[src/rtl/hazard_scoreboard.sv]
// Pipeline hazard scoreboard: tracks EX/MEM/WB shadow state to generate stall,
// bubble, flush and forwarding controls for a five-stage in-order pipeline.
module hazard_scoreboard #(
  parameter int AW     = 5,
  parameter int MC_LAT = 4,
  parameter int CW     = 32
) (
  input  logic          clk,
  input  logic          reset,
  input  logic          id_valid,
  input  logic [AW-1:0] id_rs1,
  input  logic [AW-1:0] id_rs2,
  input  logic          id_use_rs1,
  input  logic          id_use_rs2,
  input  logic [AW-1:0] id_rd,
  input  logic          id_regwrite,
  input  logic          id_memread,
  input  logic          id_multicycle,
  input  logic          branch_taken,
  output logic          pc_write_en,
  output logic          if_id_write_en,
  output logic          id_ex_bubble,
  output logic          ex_hold,
  output logic          flush_if_id,
  output logic          flush_id_ex,
  output logic          flush_ex_mem,
  output logic [1:0]    fwd_a,
  output logic [1:0]    fwd_b,
  output logic          mc_busy,
  output logic [CW-1:0] stall_cnt,
  output logic [CW-1:0] flush_cnt
);

  typedef struct packed {
    logic          valid;
    logic [AW-1:0] rd;
    logic          regwrite;
    logic          memread;
  } wstage_t;

  typedef struct packed {
    logic          valid;
    logic [AW-1:0] rd;
    logic          regwrite;
    logic          memread;
    logic [AW-1:0] rs1;
    logic [AW-1:0] rs2;
    logic          use_rs1;
    logic          use_rs2;
    logic          multicycle;
  } exstage_t;

  typedef enum logic [1:0] {
    MODE_ADV      = 2'd0,
    MODE_LOAD_USE = 2'd1,
    MODE_MC_HOLD  = 2'd2,
    MODE_FLUSH    = 2'd3
  } mode_e;

  localparam logic [3:0] MC_LAST = 4'(MC_LAT - 1);
  localparam logic [1:0] FWD_RF  = 2'b00;
  localparam logic [1:0] FWD_MEM = 2'b10;
  localparam logic [1:0] FWD_WB  = 2'b01;

  exstage_t      ex_q, ex_d, id_ex_s;
  wstage_t       mem_q, mem_d, wb_q, wb_d;
  logic [3:0]    mc_cnt_q, mc_cnt_d;
  logic [CW-1:0] stall_cnt_q, stall_cnt_d;
  logic [CW-1:0] flush_cnt_q, flush_cnt_d;
  logic          load_use_s, mc_hold_s;
  mode_e         mode_s;
  logic          unused_memread;

  // A producer in a later stage feeds an EX source; x0 is hard-wired and never forwards.
  function automatic logic src_hit(input wstage_t stg, input logic [AW-1:0] rs, input logic use_rs);
    return stg.valid & stg.regwrite & (stg.rd != '0) & (stg.rd == rs) & use_rs;
  endfunction

  function automatic wstage_t ex_to_w(input exstage_t e);
    wstage_t w;
    w.valid    = e.valid;
    w.rd       = e.rd;
    w.regwrite = e.regwrite;
    w.memread  = e.memread;
    return w;
  endfunction

  // Hazard detection and priority resolution
  always_comb begin
    load_use_s = ex_q.valid & ex_q.memread & (ex_q.rd != '0) & id_valid &
                 ((id_use_rs1 & (id_rs1 == ex_q.rd)) | (id_use_rs2 & (id_rs2 == ex_q.rd)));
    mc_hold_s  = ex_q.valid & ex_q.multicycle & (mc_cnt_q != MC_LAST);
    if (branch_taken) begin
      mode_s = MODE_FLUSH;
    end else if (mc_hold_s) begin
      mode_s = MODE_MC_HOLD;
    end else if (load_use_s) begin
      mode_s = MODE_LOAD_USE;
    end else begin
      mode_s = MODE_ADV;
    end
  end

  // ID fields captured into EX; an empty slot enters as an all-zero bubble
  always_comb begin
    id_ex_s = '0;
    if (id_valid) begin
      id_ex_s.valid      = 1'b1;
      id_ex_s.rd         = id_rd;
      id_ex_s.regwrite   = id_regwrite;
      id_ex_s.memread    = id_memread;
      id_ex_s.rs1        = id_rs1;
      id_ex_s.rs2        = id_rs2;
      id_ex_s.use_rs1    = id_use_rs1;
      id_ex_s.use_rs2    = id_use_rs2;
      id_ex_s.multicycle = id_multicycle;
    end else begin
      id_ex_s = '0;
    end
  end

  // Pipeline control outputs
  always_comb begin
    pc_write_en    = 1'b1;
    if_id_write_en = 1'b1;
    id_ex_bubble   = 1'b0;
    ex_hold        = 1'b0;
    flush_if_id    = 1'b0;
    flush_id_ex    = 1'b0;
    flush_ex_mem   = 1'b0;
    case (mode_s)
      MODE_FLUSH: begin
        flush_if_id  = 1'b1;
        flush_id_ex  = 1'b1;
        flush_ex_mem = 1'b1;
      end
      MODE_MC_HOLD: begin
        pc_write_en    = 1'b0;
        if_id_write_en = 1'b0;
        ex_hold        = 1'b1;
      end
      MODE_LOAD_USE: begin
        pc_write_en    = 1'b0;
        if_id_write_en = 1'b0;
        id_ex_bubble   = 1'b1;
      end
      MODE_ADV: begin
        pc_write_en    = 1'b1;
        if_id_write_en = 1'b1;
      end
      default: begin
        pc_write_en    = 1'b1;
        if_id_write_en = 1'b1;
      end
    endcase
    mc_busy = ex_q.valid & ex_q.multicycle;
  end

  // Operand forwarding; the younger MEM result wins over WB
  always_comb begin
    if (src_hit(mem_q, ex_q.rs1, ex_q.use_rs1)) begin
      fwd_a = FWD_MEM;
    end else if (src_hit(wb_q, ex_q.rs1, ex_q.use_rs1)) begin
      fwd_a = FWD_WB;
    end else begin
      fwd_a = FWD_RF;
    end
    if (src_hit(mem_q, ex_q.rs2, ex_q.use_rs2)) begin
      fwd_b = FWD_MEM;
    end else if (src_hit(wb_q, ex_q.rs2, ex_q.use_rs2)) begin
      fwd_b = FWD_WB;
    end else begin
      fwd_b = FWD_RF;
    end
  end

  // Shadow-stage next state
  always_comb begin
    ex_d     = ex_q;
    mem_d    = ex_to_w(ex_q);
    wb_d     = mem_q;
    mc_cnt_d = 4'd0;
    case (mode_s)
      MODE_FLUSH: begin
        ex_d  = '0;
        mem_d = '0;
      end
      MODE_MC_HOLD: begin
        ex_d     = ex_q;
        mem_d    = '0;
        mc_cnt_d = mc_cnt_q + 4'd1;
      end
      MODE_LOAD_USE: begin
        ex_d = '0;
      end
      MODE_ADV: begin
        ex_d = id_ex_s;
      end
      default: begin
        ex_d  = '0;
        mem_d = '0;
      end
    endcase
  end

  // Saturating performance counters
  always_comb begin
    if (!pc_write_en && (stall_cnt_q != {CW{1'b1}})) begin
      stall_cnt_d = stall_cnt_q + CW'(1);
    end else begin
      stall_cnt_d = stall_cnt_q;
    end
    if ((mode_s == MODE_FLUSH) && (flush_cnt_q != {CW{1'b1}})) begin
      flush_cnt_d = flush_cnt_q + CW'(1);
    end else begin
      flush_cnt_d = flush_cnt_q;
    end
  end

  // State registers; reset abandons any resident op at once
  always_ff @(posedge clk or posedge reset) begin
    if (reset) begin
      ex_q        <= '0;
      mem_q       <= '0;
      wb_q        <= '0;
      mc_cnt_q    <= 4'd0;
      stall_cnt_q <= '0;
      flush_cnt_q <= '0;
    end else begin
      ex_q        <= ex_d;
      mem_q       <= mem_d;
      wb_q        <= wb_d;
      mc_cnt_q    <= mc_cnt_d;
      stall_cnt_q <= stall_cnt_d;
      flush_cnt_q <= flush_cnt_d;
    end
  end

  assign stall_cnt = stall_cnt_q;
  assign flush_cnt = flush_cnt_q;

  // Load flags are tracked past EX for visibility only.
  assign unused_memread = mem_q.memread ^ wb_q.memread;

endmodule

[config.mk]
export PLATFORM = sky130hd
export DESIGN_NAME = hazard_scoreboard
export DESIGN_NICKNAME = d
export VERILOG_FILES = /design/src/rtl/hazard_scoreboard.sv
export SDC_FILE = /design/constraint.sdc
export NUM_CORES = 1
export LEC_CHECK = 0
export CAP_MARGIN = 20
export CORE_MARGIN = 4
export CORE_UTILIZATION = 35
export DETAILED_ROUTE_END_ITERATION = 7
export PLACE_DENSITY = 0.67
export SKIP_LAST_GASP = 1
export SLEW_MARGIN = 20
export SYNTH_ARGS = -nofsm -noshare
export SYNTH_HDL_FRONTEND = slang
export SYNTH_SLANG_ARGS = --single-unit
[constraint.sdc]
create_clock -name clk -period 3.17 [get_ports clk]
set_clock_uncertainty 0.1 [all_clocks]
set_input_delay 0.634 -clock clk [delete_from_list [all_inputs] [get_ports clk]]
set_output_delay 0.634 -clock clk [all_outputs]
set_load 0.005 [all_outputs]
# Word level (Yosys, flattened, before mapping)
# Index checks and enable logic that the tools add are counted.
[op_classes]
shifts = 0
div_mod_pow = 0
n_reduce_logical = 9
n_eq_ne = 12
add_sub_neg = 3
multipliers = 0
mux = 15
n_bitwise = 21
magnitude_cmp = 0
[op_table]
columns = ["operator", "count"]
rows = [
  ["adder 32 x 1 -> 32 bit (second input constant)", 2],
  ["inequality test 32 bit (second input constant)", 2],
  ["case mux 21 bit (2 select lines)", 1],
  ["== test 5 bit", 6],
  ["2-to-1 mux 21 bit", 1],
  ["bitwise AND 1 bit", 20],
  ["nonzero test 5 bit", 3],
  ["2-to-1 mux 2 bit", 4],
  ["2-to-1 mux 8 bit", 1],
  ["2-to-1 mux 1 bit", 7],
  ["OR reduction 2 bit", 3],
  ["adder 4 x 1 -> 4 bit (second input constant)", 1],
  ["== test 2 bit (second input constant)", 2],
  ["2-to-1 mux 4 bit", 1],
  ["inequality test 4 x 2 -> 1 bit (second input constant)", 1],
  ["== test 2 x 1 -> 1 bit (second input constant)", 1],
  ["logical AND 1 bit", 2],
  ["zero test 2 bit", 1],
  ["bitwise OR 1 bit", 1],
]
[word_totals]
output_inout_bits = 76
regBits = 103
inputBits = 24
elab_cells = 78
mem_bits_ro = 0
latch_bits = 0
n_memories = 0
ram_bits = 0

# Depth between registers and ports, before layout
# Gate-level depths: netlist of the first run.
[depth]
word_depth = 10
mapped_depth = 11
depth_no_buf = 11

# Least setup slack after synthesis of the first run
# OpenSTA, ideal clock, no wires.
[synth_timing]
kind = "in2reg"
start = "input port id_rs1[1]"
end = "register flush_cnt_q[25] (netlist: flush_cnt[25])"
setup_slack_ns = 0.126
path_stages = 11
arrival_ns = 2.864
cell_sequence = "xor2_1 > nor4_1 > and3_1 > a31oi_1 > o41ai_1 > ha_1 > clkbuf_1 > and2_1 > nand2_1 > nor4b_1 > xor2_1"
[synth_via]
elab_chain_len = 9
[synth_rtl]
columns = ["item", "line_no", "text"]
rows = [
  ["start, declared", "11", "input logic [AW-1:0] id_rs1,"],
  ["== test 5 bit", "91", "((id_use_rs1 & (id_rs1 == ex_q.rd)) | (id_use_rs2 & (id_rs2 == ex_q.rd)));"],
  ["bitwise AND 1 bit", "91", ""],
  ["bitwise OR 1 bit", "91", ""],
  ["bitwise AND 1 bit", "90", "load_use_s = ex_q.valid & ex_q.memread & (ex_q.rd != '0) & id_valid &"],
  ["2-to-1 mux 1 bit", "97", "end else if (load_use_s) begin"],
  ["2-to-1 mux 2 bit", "95", "end else if (mc_hold_s) begin"],
  ["2-to-1 mux 2 bit", "93", "if (branch_taken) begin"],
  ["== test 2 bit", "213", "if ((mode_s == MODE_FLUSH) && (flush_cnt_q != {CW{1'b1}})) begin"],
  ["logical AND 1 bit", "213", ""],
  ["end signal, assigned", "235", "flush_cnt_q <= flush_cnt_d;"],
  ["end, declared", "69", "logic [CW-1:0] flush_cnt_q, flush_cnt_d;"],
]
# Every way passes these cells.
# A chain may end at the register's enable or synchronous reset.

# Worst setup path after layout of the first run
[layout_timing]
start = "input port id_rs2[2]"
end = "output port pc_write_en"
[layout_via]
elab_chain_len = 10
word_cells_on_any_way = 11
[layout_rtl]
columns = ["item", "line_no", "text"]
rows = [
  ["start, declared", "12", "input logic [AW-1:0] id_rs2,"],
  ["== test 5 bit *", "91", ""],
  ["bitwise AND 1 bit *", "91", ""],
  ["bitwise OR 1 bit *", "91", ""],
  ["bitwise AND 1 bit *", "90", ""],
  ["2-to-1 mux 1 bit *", "97", ""],
  ["2-to-1 mux 2 bit *", "95", ""],
  ["2-to-1 mux 2 bit *", "93", ""],
  ["== test 2 x 1 -> 1 bit or == test 2 bit (tied branches)", "131", "case (mode_s)"],
  ["OR reduction 2 bit (no source line) *", "--", ""],
  ["2-to-1 mux 1 bit *", "131", ""],
  ["end, declared", "20", "output logic pc_write_en,"],
]
# Mark *: on every way between the ends. The rest lies on a longest branch, timed or not.

==> impl_results.md, run 1 <==
- #FFs+latches synth: 103
- Tcrit/Tclk final: approximately 100%
- Post-layout min period: about 3200 ps
- Primary FF master, synth: dfrtp_1
- Final core occ: between 40% and 50%
- H-Tree Depth: 3
- CP Data Required Time: approximately 2400 ps
- CP Class: input port to primary output
- Most used cell, CP: buf_6
- Die footprint: 0.0164 sq mm
- CTS Sinks: roughly 100
- Antenna Diode Count: 0
- Routed vias/inst: ~5
- Commonest non-fill, non-tap cells in the layout: dfrtp_1 (102), clkdlybuf4s50_1 (81), xnor2_1 (55), nand3_1 (37), xor2_1 (36)
- Die Y-Extent: approximately 130 um
- Ranking of synthesized cells by area: dfrtp_1 (51%), xnor2_1 (9.7%), xor2_1 (6.4%)
- Worst skew pair latency: approximately 350 ps
- Syn Inst Count: 457
- Post-route cell area: between 0.006 and 0.007 sq mm
- Placed instance area: 0.00639 sq mm
- Yosys top cell by area: dfrtp_1
- LEAKAGE: 3.08 nW
- Syn nets: 489
- # port buffers: between 90 and 100
- Total grt overflow: 0
- Final setup violation count: 0
- Post-synth EDFFs: 0
- # DRC: 0
- Synthesized cell area: between 0.005 and 0.006 sq mm
- Asr flop ratio synth: 100%
- Post-synthesis sequential area ratio: between 50% and 60%
- Critical-path cell list: clkdlybuf4s15_1 -> xor2_1 -> nor4_2 -> a31oi_4 -> o41a_1 -> ha_4 -> buf_6 -> buf_6
- Initial Util: a little over a third
- CTS tree: done
- Element type at the critical path start: input port
- Crit path buf inv count: 3
- Avg Synthesized Cell Area: between 10 and 15 sq um
- Slew @ Worst Pin: 591 ps
- Power per Cell Area: approximately 460 mW/mm^2
- Drt wl/cell: around 16 um
- Vias in the first global route: 4144
- Nets: ~620
- Warnings from Yosys: 0
- Clock buffer count from CTS: 9
- Total negative slack: 0 ps
- Die X: 128 um
- Critical path fanouts, max: 3
- Run status: finished, final reports clean
- Core area: approximately 0.014 sq mm
- Worst-path clk slew: ~70 ps
- GRT Util Overall: between 15 and 20%
- CTS Hold Buffers Added: 0
- Critical-path top delay cell: o41a_1
- Min-delay worst type: register to register
- Row count: 43
- DR iter-0 viols: 210
- Synth-to-Final Area Change: 35.6%
- Most common cell after layout, fill and taps aside: dfrtp_1
- Rel. slew slack: approximately three fifths
- GPL Wtd Cong: around 0.86
- Initial antenna violation count: 0
- CP max stage delay: about 400 ps
- CTS root buf: clkbuf_16
- Unrepaired setup endpoints after global routing: true
- Pins Over Slew Limit: 0
- Crit end category: primary output
- Crit path max-delay family: compound AO/OA/AOI/OAI gates
- DRT Pass-1 Iters: 4
- Hold Vio Cnt, Final: 0
- Fmax: about 320 MHz
- First-pass GRT wire length: approximately 21000 um
- Via count: slightly below 4000
- Clock Tree Buf Depth: 2
- Largest net degree at the start of global routing: about 100
- Fraction of layout cells with a size suffix above 1: 14.6%
- Synth top area share: roughly half
- Maximum vdd drop: between 200 and 300 uV
- Yosys cell types: 41
- Detailed Route WL: around 13000 um
- HPWL after detailed placement: between 9000 and 10000 um
- I/O pin total: 100
- Worst path arrival time: around 2400 ps
- Max-cap violations: 0
- Post-route ant nets: 0
-- cell usage after synthesis, types with 2 or more instances --
library cell  number
a22o_1            20
a31oi_1            2
and2_1            13
and3_1            19
and4_1             5
buf_1              2
buf_4              3
clkbuf_1           7
dfrtp_1          103
ha_1               8
inv_1             11
mux2_2             2
nand2_1           24
nand3_1           37
nand4_1           29
nand4_2            2
nor2_1            22
nor3_1            15
nor4_1            11
nor4b_1            5
o211ai_1           2
o41a_1             2
or2_2              2
or4_1              3
xnor2_1           56
xor2_1            37
-- cells by family (layout without fill, tap and decap cells) --
kind of cell    count (synthesis)  after routing  synth area share, %
compound gates                 33             33                 6.38
buf+inv                        25            159                 2.26
mux                             2              2                0.447
fa+ha+maj                       8              8                 1.99
flops                         103            103                 51.2
xor+xnor                       93             93                 16.2
simple gates                  193            193                 21.6
-- routing by layer --
metal  vias up  wire length, um  global-route usage (%)
met4         0              181                    4.62
li1       1892                -                       -
met1      1965             5530                    21.0
met3        13              672                    4.67
met2        98             6340                    26.8
met5         -                0                       0
-- where the power goes --
group	total [W]	switching, W	internal [W]
clock	0.00111	0.000481	0.000631
combinational	0.000503	0.000204	0.000299
sequential	0.00153	0.000127	0.00140
total	0.00315	0.000813	0.00233
-- cell type report --
cell class	instances	area, sq um
repair buffers	132	1240
clock inverters	4	45.0
well taps	180	225
multi-input cells	329	2450
clock buffers	12	246
fillers	1315	7160
inverters	11	47.5
flip-flops and latches	103	2580
-- final timing paths --
kind / slack, ps / start / end / cells after the start
worst max-delay path: 20 / id_rs2[2] / pc_write_en / 8
worst min-delay path: 290 / mem_q[1] / wb_q[1] / 0
worst max register to register: 160 / ex_q[19] / stall_cnt[26] / 13
worst min register to register: 290 / mem_q[1] / wb_q[1] / 0
max in group asynchronous: 1790 / reset / ex_q[17] / 3
min in group asynchronous: 680 / reset / flush_cnt[20] / 3
-- registers in the layout, summed over array words and instances (netlist names) --
register   count
flush_cnt     32
mem_q          7
stall_cnt     32
mc_cnt_q       4
wb_q           7
ex_q          21
-- stage by stage --
stage               hold slack, ps  total power, W  setup slack (ps)  std cells
finish                         289         0.00315              15.6        771
global route                   303         0.00329             -64.4        771
CTS                            290         0.00318             -11.4        769
floorplan                      254         0.00175               126        457
detailed placement             275         0.00204              -790        746
global placement               266         0.00203              -670        746
-- repair_timing --
| action | in CTS | in global routing |
|---|---|---|
| buffers inserted | 7 | 2 |
| resized for setup | 66 | 12 |
| pin swaps | 11 | 14 |
| setup endpoints to repair | 55 | 29 |
| cloned | 0 | 0 |
No activity file was read; power rests on OpenSTA's default activity.
==> run 2: changes to the inputs <==
- PLACE_DENSITY: 0.67 -> 0.65
- clock period: 3.17 -> 3.1 ns (I/O delays scaled with it)
==> run 2 against run 1 <==
Against the previous run: the run now ends with setup timing left; non-clock buffer count is 9 higher; wire length is 0.86% higher; combinational power is 5.4% higher; die area stayed put; hold slack worse by 4.1 ps; sequential share of layout area is 1.6 points lower; largest cell class is now multi-input combinational cells.
==> impl_results.md, run 2 (synthesis results as in run 1) <==
- Vias in the first global route: 4140 (-0.097%)
- Setup ws final: -13.7 ps (-29.3 ps)
- Synth-to-Final Area Change: 41.7%
- Clock Tree Buf Depth: 2 (unchanged)
- Fmax: about 320 MHz
- Fraction of layout cells with a size suffix above 1: 17.3% (+2.8 points)
- Rel. slew slack: 28.1% (-32 points)
- Worst-case reg-to-reg path depth: 14 (+1)
- Maximum vdd drop: 295 uV (+8.1%)
- Die X: 128 um (unchanged)
- Drt wl/cell: 16.4 um (-0.31%)
- Nets: 627 (+1.5%)
- Met2 WL: 6280 um (-0.95%)
- Top Layer Used: met4
- Antenna Diode Count: 0 (unchanged)
- Row count: 43 (unchanged)
- Storage cell area: 0.00258 sq mm (about the same)
- First-pass GRT wire length: 21300 um (-0.45%)
- GRT Util Overall: 16.2% (-0.12 points)
- M1 WL: 5670 um (+2.6%)
- Die footprint: 0.0164 sq mm (unchanged)
- Initial Util: 36.0% (unchanged)
- Largest net degree at the start of global routing: 104 (unchanged)
- Most common cell after layout, fill and taps aside: dfrtp_1
- Pins Over Slew Limit: 0 (unchanged)
- Post-route cell area: 0.00714 sq mm (+4.5%)
- Slew @ Worst Pin: 1060 ps (+473 ps)
- Clock buffer count from CTS: 9 (unchanged)
- Critical path fanouts, max: 3 (unchanged)
- Die Y-Extent: 128 um (unchanged)
- Met3 WL: 676 um (+0.60%)
- Total grt overflow: 0 (unchanged)
- Post-route ant nets: 0 (unchanged)
- Fillers: 1249 (-5.0%)
- Failing checks: setup timing
- Reg2reg end: stall_cnt[29]
- CTS root buf: clkbuf_16
- Unrepaired setup endpoints after global routing: true
- Max-cap violations: 0 (unchanged)
- I/O pin total: 100 (unchanged)
- CTS Sinks: 103 (unchanged)
- Routed vias/inst: 5.18 (+0.69%)
- H-Tree Depth: 3 (unchanged)
- Fin cells: 780 (+1.2%)
- # DRC: 0 (unchanged)
- Reg-to-reg setup timing slack: 20 ps (-140 ps)
- LEAKAGE: 3.20 nW (+4.0%)
- Reg2Reg Launch Point: ex_q[15]
- Detailed Route WL: 12800 um (+0.86%)
- DRT Pass-1 Iters: 4 (unchanged)
- Min-delay worst type: register to register
- Hold Vio Cnt, Final: 0 (unchanged)
- # port buffers: 99 (unchanged)
- Worst path arrival time: 2390 ps (-30 ps)
- Run status: finished, violations left
- Element type at the critical path start: register
- Power per Cell Area: 478 mW/mm^2 (+3.8%)
- Crit end category: primary output
- Tcrit/Tclk final: 100%
- Final setup violation count: 2 (+2)
- Worst skew pair latency: 350 ps (about the same)
- Worst setup path start: ex_q[15]
- HPWL after detailed placement: 9130 um (about the same)
- Post-layout min period: slightly above 3000 ps
- CP endpoint: if_id_write_en
- Placed instance area: 0.00644 sq mm (+0.82%)
- DR iter-0 viols: 271 (+29%)
- CP Data Required Time: 2380 ps (-60 ps)
- Placed Cells: 753 (+0.94%)
- Worst-path clk slew: 70 ps (about the same)
- Core area: 0.0140 sq mm (unchanged)
- GPL Wtd Cong: 0.839 (-2.8%)
- Multi-input logic area: 0.00260 sq mm (+6.0%)
- Via count: 4042 (+1.9%)
- CTS Hold Buffers Added: 0 (unchanged)
- Initial antenna violation count: 0 (unchanged)
- Commonest non-fill, non-tap cells in the layout: dfrtp_1 (103), clkdlybuf4s50_1 (82), xnor2_1 (54), xor2_1 (35), nand3_1 (34)
- CTS tree: done
- CP Class: register to primary output
## run 2: timing repair
| action | in CTS | in global routing |
|---|---|---|
| buffers inserted | 9 | 3 |
| endpoints found under the setup margin | 55 | 43 |
| gates resized for setup | 80 | 18 |
| pin swaps | 16 | 13 |
## run 2: worst max-delay path, cell delays in order, from the launching register on
cell	delay (ps)
dfrtp_1	390
buf_6	130
xor2_4	150
nor4_2	240
and3_1	240
a31oi_4	50
o41a_1	400
ha_4	330
buf_6	100
## run 2: worst min path at each step
stage	startpoint	end	slack [ps]	cells after the start
6_report	mem_q[1]	wb_q[1]	280	0
5_1_grt	mem_q[1]	wb_q[1]	300	0
4_1_cts	mem_q[1]	wb_q[1]	290	0
3_5_place_dp	mem_q[1]	wb_q[1]	270	0
3_3_place_gp	mem_q[1]	wb_q[1]	260	0
2_1_floorplan	mem_q[7]	wb_q[7]	250	0
## run 2: where the power goes
part	leakage, nW	internal [W]	switching, W
Clock	0.164	0.000813	0.000502
Sequential	1.39	0.00143	0.000132
Combinational	1.64	0.000316	0.000215
## run 2: layer usage
metal  track usage [%]  up-vias
met3              4.67       19
met5                 0        -
met4              4.62        0
li1                  -     1902
met2              25.7      109
met1              21.7     2012
## run 2: layout make-up
class	instances	area share (%)
well taps	180	3.16
inverters	11	0.631
flip-flops and latches	103	36.1
repair buffers	141	19.0
multi-input cells	329	36.4
clock inverters	3	1.26
clock buffers	13	3.51
## run 2: per-stage QoR
stage | TNS [ps] | utilization [%] | hold WS [ps] | power, W | setup slack [ps]
floorplan | 0 | - | 254 | 0.00179 | 70.4
global placement | -34690 | 46.1 | 264 | 0.00208 | -754
detailed placement | -35120 | 46.1 | 270 | 0.00209 | -754
CTS | -606 | 50.2 | 286 | 0.00345 | -97.3
global route | -1010 | 51.0 | 304 | 0.00356 | -108
finish | -27.0 | 51.0 | 285 | 0.00341 | -13.7
